File: config.mk
export PLATFORM = sky130hd
export DESIGN_NAME = seven_segment_scan_controller
export DESIGN_NICKNAME = d
export VERILOG_FILES = /design/src/rtl/seven_segment_pkg.sv /design/src/rtl/bin2bcd_serial.sv /design/src/rtl/seven_segment_scan_controller.sv
export SDC_FILE = /design/constraint.sdc
export NUM_CORES = 1
export LEC_CHECK = 0
export ABC_AREA = 1
export CORE_ASPECT_RATIO = 0.5
export CORE_MARGIN = 2
export CORE_UTILIZATION = 60
export DETAILED_ROUTE_END_ITERATION = 10
export PLACE_DENSITY = 0.82
export SYNTH_ARGS = -nofsm -noshare
export SYNTH_HDL_FRONTEND = slang
export SYNTH_SLANG_ARGS = --single-unit
export TNS_END_PERCENT = 5
File: constraint.sdc
create_clock -name clk -period 4.4 [get_ports clk]
set_clock_uncertainty 0.15 [all_clocks]
set_input_delay 0.88 -clock clk [delete_from_list [all_inputs] [get_ports clk]]
set_output_delay 0.88 -clock clk [all_outputs]
set_load 0.01 [all_outputs]
File: src/rtl/seven_segment_pkg.sv
// Shared types, constants and the 7-segment decode table
// for the seven-segment scan controller.
package seven_segment_pkg;

    localparam int NUM_DIGITS = 8;
    localparam int BIN_W      = 32;
    localparam int ACC_W      = 40;

    localparam logic [0:6] SEG_OFF = 7'b1111111;

    typedef logic [3:0] bcd_t;

    typedef enum logic [1:0] {
        ST_IDLE,
        ST_CONVERT,
        ST_COMMIT
    } state_e;

    // Active-low segments, index 0 = a ... index 6 = g
    function automatic logic [0:6] seg_decode(input bcd_t d);
        logic [0:6] s;
        case (d)
            4'd0:    s = 7'b0000001;
            4'd1:    s = 7'b1001111;
            4'd2:    s = 7'b0010010;
            4'd3:    s = 7'b0000110;
            4'd4:    s = 7'b1001100;
            4'd5:    s = 7'b0100100;
            4'd6:    s = 7'b0100000;
            4'd7:    s = 7'b0001111;
            4'd8:    s = 7'b0000000;
            4'd9:    s = 7'b0001100;
            default: s = SEG_OFF;
        endcase
        return s;
    endfunction

endpackage

File: src/rtl/bin2bcd_serial.sv
// Serial double-dabble converter: 32-bit binary to 10 BCD
// nibbles, one add-3/shift step per clock.
module bin2bcd_serial
    import seven_segment_pkg::*;
(
    input  logic             clk,
    input  logic             rst,
    input  logic             start,
    input  logic [BIN_W-1:0] bin,
    output logic             busy,
    output logic             bcd_valid,
    output logic [0:ACC_W-1] bcd
);

    logic [BIN_W-1:0] sreg_q, sreg_d;
    logic [ACC_W-1:0] acc_q, acc_d;
    logic [ACC_W-1:0] adj;
    logic [4:0]       cnt_q, cnt_d;
    logic             run_q, run_d;
    logic             vld_q, vld_d;
    logic             unused_adj_msb;

    // Nibbles >= 5 would overflow a decimal digit when doubled
    always_comb begin
        adj = acc_q;
        for (int i = 0; i < ACC_W / 4; i++) begin
            if (acc_q[4*i +: 4] >= 4'd5) begin
                adj[4*i +: 4] = acc_q[4*i +: 4] + 4'd3;
            end
        end
    end

    // Load on start, otherwise shift one binary bit in per cycle
    always_comb begin
        sreg_d = sreg_q;
        acc_d  = acc_q;
        cnt_d  = cnt_q;
        run_d  = run_q;
        vld_d  = 1'b0;
        if (start) begin
            sreg_d = bin;
            acc_d  = '0;
            cnt_d  = '0;
            run_d  = 1'b1;
        end else if (run_q) begin
            acc_d  = {adj[ACC_W-2:0], sreg_q[BIN_W-1]};
            sreg_d = {sreg_q[BIN_W-2:0], 1'b0};
            cnt_d  = cnt_q + 5'd1;
            if (cnt_q == 5'd31) begin
                run_d = 1'b0;
                vld_d = 1'b1;
            end
        end
    end

    // Converter state registers
    always_ff @(posedge clk) begin
        if (rst) begin
            sreg_q <= '0;
            acc_q  <= '0;
            cnt_q  <= '0;
            run_q  <= 1'b0;
            vld_q  <= 1'b0;
        end else begin
            sreg_q <= sreg_d;
            acc_q  <= acc_d;
            cnt_q  <= cnt_d;
            run_q  <= run_d;
            vld_q  <= vld_d;
        end
    end

    // busy drops during the final shift so the caller can step to commit
    assign busy      = run_q && (cnt_q != 5'd31);
    assign bcd_valid = vld_q;
    assign bcd       = acc_q;

    // Top nibble can never reach 5 for a 32-bit input
    assign unused_adj_msb = adj[ACC_W-1];

endmodule

File: src/rtl/seven_segment_scan_controller.sv
// Accepts a binary number, converts it to BCD and scans it
// across 8 common-anode digits through one shared decoder.
module seven_segment_scan_controller
    import seven_segment_pkg::*;
#(
    parameter int SCAN_DIV = 50000,
    parameter bit BLANK_LZ = 1'b1
) (
    input  logic        clk,
    input  logic        rst,
    input  logic        in_valid,
    output logic        in_ready,
    input  logic [0:31] in_number,
    output logic        done,
    output logic [0:6]  seg_n,
    output logic [7:0]  digit_en_n
);

    localparam int PW = (SCAN_DIV > 1) ? $clog2(SCAN_DIV) : 1;
    localparam logic [PW-1:0] PRE_MAX = PW'(SCAN_DIV - 1);

    state_e                  state_q, state_d;
    bcd_t [NUM_DIGITS-1:0]   shadow_q, shadow_d;
    logic [PW-1:0]           pre_q, pre_d;
    logic [2:0]              idx_q, idx_d;
    logic [0:6]              seg_q, seg_d;
    logic [7:0]              en_q, en_d;
    logic [NUM_DIGITS-1:0]   lit;
    logic                    seen;
    logic                    start;
    logic                    busy;
    logic                    bcd_valid;
    logic [ACC_W-1:0]        bcd_w;
    logic                    unused_bcd_hi;

    assign in_ready = !rst && (state_q == ST_IDLE);
    assign start    = in_valid && in_ready;
    assign done     = (state_q == ST_COMMIT);

    bin2bcd_serial u_conv (
        .clk       (clk),
        .rst       (rst),
        .start     (start),
        .bin       (in_number),
        .busy      (busy),
        .bcd_valid (bcd_valid),
        .bcd       (bcd_w)
    );

    // Conversion sequencing: accept, wait for the engine, commit
    always_comb begin
        state_d = state_q;
        unique case (state_q)
            ST_IDLE:    if (start) state_d = ST_CONVERT;
            ST_CONVERT: if (!busy) state_d = ST_COMMIT;
            ST_COMMIT:  state_d = ST_IDLE;
            default:    state_d = ST_IDLE;
        endcase
    end

    // Shadow digits only change when a finished result is committed
    always_comb begin
        shadow_d = shadow_q;
        if (bcd_valid) begin
            for (int i = 0; i < NUM_DIGITS; i++) begin
                shadow_d[i] = bcd_w[4*i +: 4];
            end
        end
    end

    // Prescaler paces the scan; index wraps naturally after digit 7
    always_comb begin
        pre_d = pre_q + PW'(1);
        idx_d = idx_q;
        if (pre_q == PRE_MAX) begin
            pre_d = '0;
            idx_d = idx_q + 3'd1;
        end
    end

    // Leading-zero blanking and the single shared segment decoder
    always_comb begin
        seen = 1'b0;
        lit  = '0;
        for (int i = NUM_DIGITS - 1; i >= 0; i--) begin
            if (shadow_q[i] != 4'd0) seen = 1'b1;
            lit[i] = seen || (i == 0) || !BLANK_LZ;
        end
        en_d  = ~(8'd1 << idx_q);
        seg_d = lit[idx_q] ? seg_decode(shadow_q[idx_q]) : SEG_OFF;
    end

    // State, display and registered output stage
    always_ff @(posedge clk) begin
        if (rst) begin
            state_q  <= ST_IDLE;
            shadow_q <= '0;
            pre_q    <= '0;
            idx_q    <= '0;
            seg_q    <= SEG_OFF;
            en_q     <= 8'hFF;
        end else begin
            state_q  <= state_d;
            shadow_q <= shadow_d;
            pre_q    <= pre_d;
            idx_q    <= idx_d;
            seg_q    <= seg_d;
            en_q     <= en_d;
        end
    end

    assign seg_n      = seg_q;
    assign digit_en_n = en_q;

    // Only value mod 10^8 is displayed
    assign unused_bcd_hi = ^bcd_w[ACC_W-1:4*NUM_DIGITS];

endmodule

Word level (Yosys, flattened, before mapping)
Memories as Yosys holds them, arrays and structs flattened. A register that Yosys moved wholly into a read port is not among the register bits.
Cells that the tools add are included.
{"block": "totals", "register_bits": 140, "latchBits": 0, "mem_bits_rw": 0, "romBits": 112, "in_bits": 35, "out_inout_bits": 17, "elab_cells": 101, "mem_count": 1}
{"block": "op_classes", "addsub": 13, "mul": 0, "div_mod_pow": 0, "magnitude_cmp": 11, "n_eq_ne": 7, "shifts": 1, "mux": 30, "n_bitwise": 3, "n_reduce_logical": 18}
{"name": "(name not given)", "depth": 16, "word_bits": 7, "read_ports": 1, "rd_ports_with_merged_regs": 1, "write_ports": 0, "line": "seven_segment_pkg.sv:22", "text": "case (d)"}
{"cell": "2-to-1 mux 32 bit", "count": 2}
{"cell": ">= comparator 4 x 3 -> 1 bit (second input constant)", "count": 10}
{"cell": "2-to-1 mux 4 bit", "count": 10}
{"cell": "adder 4 x 2 -> 4 bit (second input constant)", "count": 9}
{"cell": "nonzero test 4 bit", "count": 7}
{"cell": "adder 16 x 1 -> 16 bit (second input constant)", "count": 1}
{"cell": "== test 16 bit (second input constant)", "count": 1}
{"cell": "binary-select mux 4 bit (select 3 bit)", "count": 1}
{"cell": "2-to-1 mux 1 bit", "count": 12}
{"cell": "inverter 8 bit", "count": 1}
{"cell": "left shift 1 x 3 -> 8 bit (first input constant)", "count": 1}
{"cell": "OR reduction 2 bit", "count": 3}
{"cell": "adder 5 x 1 -> 5 bit (second input constant)", "count": 1}
{"cell": "== test 5 bit (second input constant)", "count": 1}
{"cell": "inequality test 5 bit (second input constant)", "count": 1}
{"cell": "less-than comparator 3 x 4 -> 1 bit (second input constant)", "count": 1}
{"cell": "2-to-1 mux 2 bit", "count": 2}
{"cell": "inequality test 2 bit (second input constant)", "count": 2}
{"cell": "case mux 2 bit (2 select lines)", "count": 1}
{"cell": "adder 3 x 1 -> 3 bit (second input constant)", "count": 1}
{"cell": "adder 3 x 2 -> 3 bit (second input constant)", "count": 1}
{"cell": "binary-select mux 1 bit (select 3 bit)", "count": 1}
{"cell": "logical AND 1 bit", "count": 3}
{"cell": "2-to-1 mux 3 bit", "count": 1}
{"cell": "other kinds (8)", "count": 9}

Depth between registers and ports, before layout
{"block": "logic_depth", "depth_word": 12, "ltp_mapped": 13, "mapped_depth_nobuf": 12}

Modules after synthesis
Synthesis repeated with hierarchy kept, for this count alone.
{"block": "unflattened", "hier_cells": 994, "area_unflattened_um2": 7300.8}
{"mod": "bin2bcd_serial", "n_inst": 1, "cells_each": 552, "area_each_um2": 4037.6}
{"mod": "seven_segment_scan_controller", "n_inst": 1, "cells_each": 442, "area_each_um2": 3263.1}

Worst setup path before layout
OpenSTA, ideal clock, no wires.
{"block": "synth_path", "kind": "input to output", "start": "input port rst", "end": "output port in_ready", "t_arrival_ps": 1098, "slack_ps": 2272, "path_stages": 1, "n_path_buf": 0, "cell_sequence": "nor3_2"}
{"block": "synth_between", "elab_chain_len": 2}
{"item": "from (decl)", "line": "seven_segment_scan_controller.sv:10", "text": "input logic rst,"}
{"item": "logical NOT 1 bit", "line": "seven_segment_scan_controller.sv:36", "text": "assign in_ready = !rst && (state_q == ST_IDLE);"}
{"item": "logical AND 1 bit", "line": "seven_segment_scan_controller.sv:36"}
{"item": "to (decl)", "line": "seven_segment_scan_controller.sv:12", "text": "output logic in_ready,"}
Every way passes these cells.

Worst setup path after layout
Ends and elaborated chain as after synthesis.

==> results.md <==
### Floorplanning
* 12010 sq um — Die Footprint
* 0.6103 — initial standard-cell utilization of the core
* 52 — boundary pin count
* 78.49 um — Die Y-Extent
* 10910 sq um — Core Footprint
* 27 — standard-cell row count
* 153.0 um — Die X

### Clock tree
* 0 — cells resized by post-CTS repair
* done — CTS tree
* 0.42 ns — insertion delay to the later sink of the worst-skew pair
* 2 — Max clock buf depth
* 0 — Post-CTS Setup Inserts
* 4 — H-tree levels
* sky130_fd_sc_hd__clkbuf_16 — CTS root buf
* 17 — total clock buffers created by CTS
* 139 — CTS Sinks
* 0 — count of hold-fix buffers inserted at cts
* 0.06 ns — clock transition time at the flip-flop clock pins of the worst setup and hold paths

### Detailed routing
* 5921 — via count
* 506 — number of design-rule violations left by the first detailed-router iteration
* 14370 um — Final Routed Wirelength
* 5.477 — via-per-instance ratio
* 0 — number of DRC violations after detailed routing
* 13.29 um — per-cell routed wire length
* 0 — post-route antenna net violation count
* 5 — iteration count of the initial detailed-routing pass

### Cells and area
* 989 — net count reported at finish
* 887 — number of fill cells
* 16.10% — layout overhead on the synthesized area
* sky130_fd_sc_hd__nand2_1 — most common cell after layout, fill and taps aside
* 0.07479 — fraction of layout instances using a drive strength above 1
* 164 x sky130_fd_sc_hd__nand2_1, 138 x sky130_fd_sc_hd__dfxtp_1, 118 x sky130_fd_sc_hd__nand3_1, 99 x sky130_fd_sc_hd__inv_1, 78 x sky130_fd_sc_hd__a21oi_1 — leading cell types in the layout, fill and taps excluded
* 0 — antenna diode instance count

### Synthesis
* sky130_fd_sc_hd__dfxtp_1 — cell type with the highest aggregate area in the netlist
* sky130_fd_sc_hd__dfxtp_1 — predominant post-synthesis flop cell
* 0.4179 — share of the synthesized area in the top cell type
* 33 — unique cell type count in the Yosys netlist
* 7.457 sq um — Post-Syn Area per Cell
* 6659 sq um — post-synth design cell area
* sky130_fd_sc_hd__dfxtp_1 42%, sky130_fd_sc_hd__nand2_1 9.2%, sky130_fd_sc_hd__nand3_1 8.9%, sky130_fd_sc_hd__a21oi_1 5.9%, sky130_fd_sc_hd__ha_1 5.8% — cell types with the largest area share after synthesis
* 0 — number of synthesis warnings
* 0.4179 — sequential share of the synthesized area
* 0 — number of flops mapped to enable cells by yosys
* 0 — ys async rst share
* 893 — instance count of the mapped netlist
* 959 — post-synthesis net count
* 139 — synthesis-stage register bit count

### Power
* 0.002167 W — internal power
* 0.2977 mV — worst vdd ir
* 0.0007047 W — Sw Pwr
* 0.2454 — fraction of power spent switching nets
* 3.175 nW — leakage
* 371.4 nW/um^2 — Pwr Density
* 0.077 — part of the total power dissipated in combinational logic
* 0.464 — clock power share
* 0.459 — share of total power in sequential cells

### Setup path
* 3 — Crit Path Max Fanout
* input pin to primary output — Setup CP Type
* 2.07 ns — CP Data Arrival Time
* primary output — nature of the critical path endpoint
* 3.37 ns — Req. time, crit path
* input pin — launching element type of the critical path

### Global routing
* 24740 um — wire length of the first global-routing pass
* 0 — final global-route overflow total
* 5498 — vias in the first global route
* 0 — number of antenna violations at the first check in global routing
* 66 — maximum number of pins on one net before global-route repair
* 0.2503 — GR Util All Layers

### Timing
* 0.9246 ns — slew at the pin closest to its max-slew limit
* 322.5 MHz — max frequency
* 0.3813 — worst max-slew margin expressed relative to the limit
* 0 — endpoints failing setup
* false — RSZ-0062 raised after global routing
* 0.2994 ns — worst hold margin
* 0 ns — Setup TNS
* 0 — pins over their slew limit
* 3.101 ns — shortest period the worst path allows
* 0.7047 — final cycle utilization of the critical path
* 0 — final count of hold timing violations

### Outcome
* finished clean — status

### Worst hold path
* flop to flop — class of the most critical hold timing path

### Place
* 51 — count of input and output buffers
* 0.8441 — final weighted congestion of routability-driven global placement
* 9077 um — placed wire-length estimate

### Run
* 0 — max-capacitance violation count

per-stage QoR:
| stage | util | setup WS [ns] | total power (W) | area (sq um) | cells |
|---|---|---|---|---|---|
| final | 0.7085 | 1.299 | 0.002871 | 7731 | 1081 |
| after global routing | 0.7085 | 1.129 | 0.002972 | 7731 | 1081 |
| after CTS | 0.7085 | 1.285 | 0.002885 | 7731 | 1081 |
| after detailed placement | 0.6583 | 1.012 | 0.001562 | 7183 | 1049 |
| after global placement | 0.6583 | 1.086 | 0.001558 | 7183 | 1049 |
| after floorplan | - | 2.272 | 0.001487 | 6659 | 893 |
cells in the mapped netlist (18+ instances only):
cell,instances
sky130_fd_sc_hd__nor2_1,32
sky130_fd_sc_hd__clkbuf_1,19
sky130_fd_sc_hd__buf_2,18
sky130_fd_sc_hd__nand2_1,164
sky130_fd_sc_hd__ha_1,31
sky130_fd_sc_hd__o21ai_0,75
sky130_fd_sc_hd__xor2_1,21
sky130_fd_sc_hd__nand3_1,118
sky130_fd_sc_hd__a31oi_1,31
sky130_fd_sc_hd__a21oi_1,78
sky130_fd_sc_hd__inv_1,99
sky130_fd_sc_hd__dfxtp_1,139
kinds of logic after synthesis:
family | count (synthesis) | synth area share
xor gates and xnor gates | 21 | 0.02762
DFF | 139 | 0.4179
AOI/OAI and AO/OA | 196 | 0.1569
buffers and inverters | 154 | 0.09414
adders and majority gates | 31 | 0.05825
and+or+nand+nor | 352 | 0.2452
path summary, 6_finish.rpt:
path	to	slack (ns)	startpoint	cells past startpoint
setup / recovery	in_ready	1.30	rst	3
hold / removal	pre_q[0]	0.30	pre_q[0]	1
setup reg to reg	seg_n[5]	1.72	idx_q[0]	12
hold reg to reg	pre_q[0]	0.30	pre_q[0]	1
per-layer routing:
layer,vias up,part of all wire,global-route usage
li1,3010,-,-
met1,2684,0.47,0.3311
met2,209,0.44,0.4022
met3,18,0.070,0.05964
met4,0,0.011,0.09259
met5,-,0,0
state kept, by name, indices dropped and copies added (netlist names):
name,cells
digit_en_n,8
idx_q,3
pre_q,16
seg_n,7
shadow_q,32
state_q,2
u_conv.bcd,32
u_conv.bcd_valid,1
u_conv.cnt_q,5
u_conv.run_q,1
u_conv.sreg_q,32
worst max-delay path, cell delays in order:
cell                              delay [ns]
sky130_fd_sc_hd__clkdlybuf4s50_1        0.45
sky130_fd_sc_hd__nor3_2                 0.17
sky130_fd_sc_hd__clkdlybuf4s50_1        0.57
area by class of cell:
| cell class | instances | area, sq um | share of cell area |
|---|---|---|---|
| Multi-Input combinational cell | 600 | 3249 | 0.4203 |
| Sequential cell | 139 | 2784 | 0.3601 |
| Timing Repair Buffer | 59 | 570.5 | 0.07380 |
| Clock buffer | 21 | 450.4 | 0.05826 |
| Inverter | 106 | 397.9 | 0.05146 |
| Tap cell | 145 | 181.4 | 0.02347 |
| Clock inverter | 11 | 97.59 | 0.01262 |
power by group through the flow:
stage               Clock (W)  Combinational (W)  Sequential [W]
finish                0.00133           0.000221         0.00132
global route          0.00140           0.000248         0.00132
detailed placement          0           0.000218         0.00134
global placement            0           0.000215         0.00134
CTS                   0.00135           0.000220         0.00132
floorplan                   0           0.000147         0.00134
Note: power is estimated with default switching activity, not from simulation.
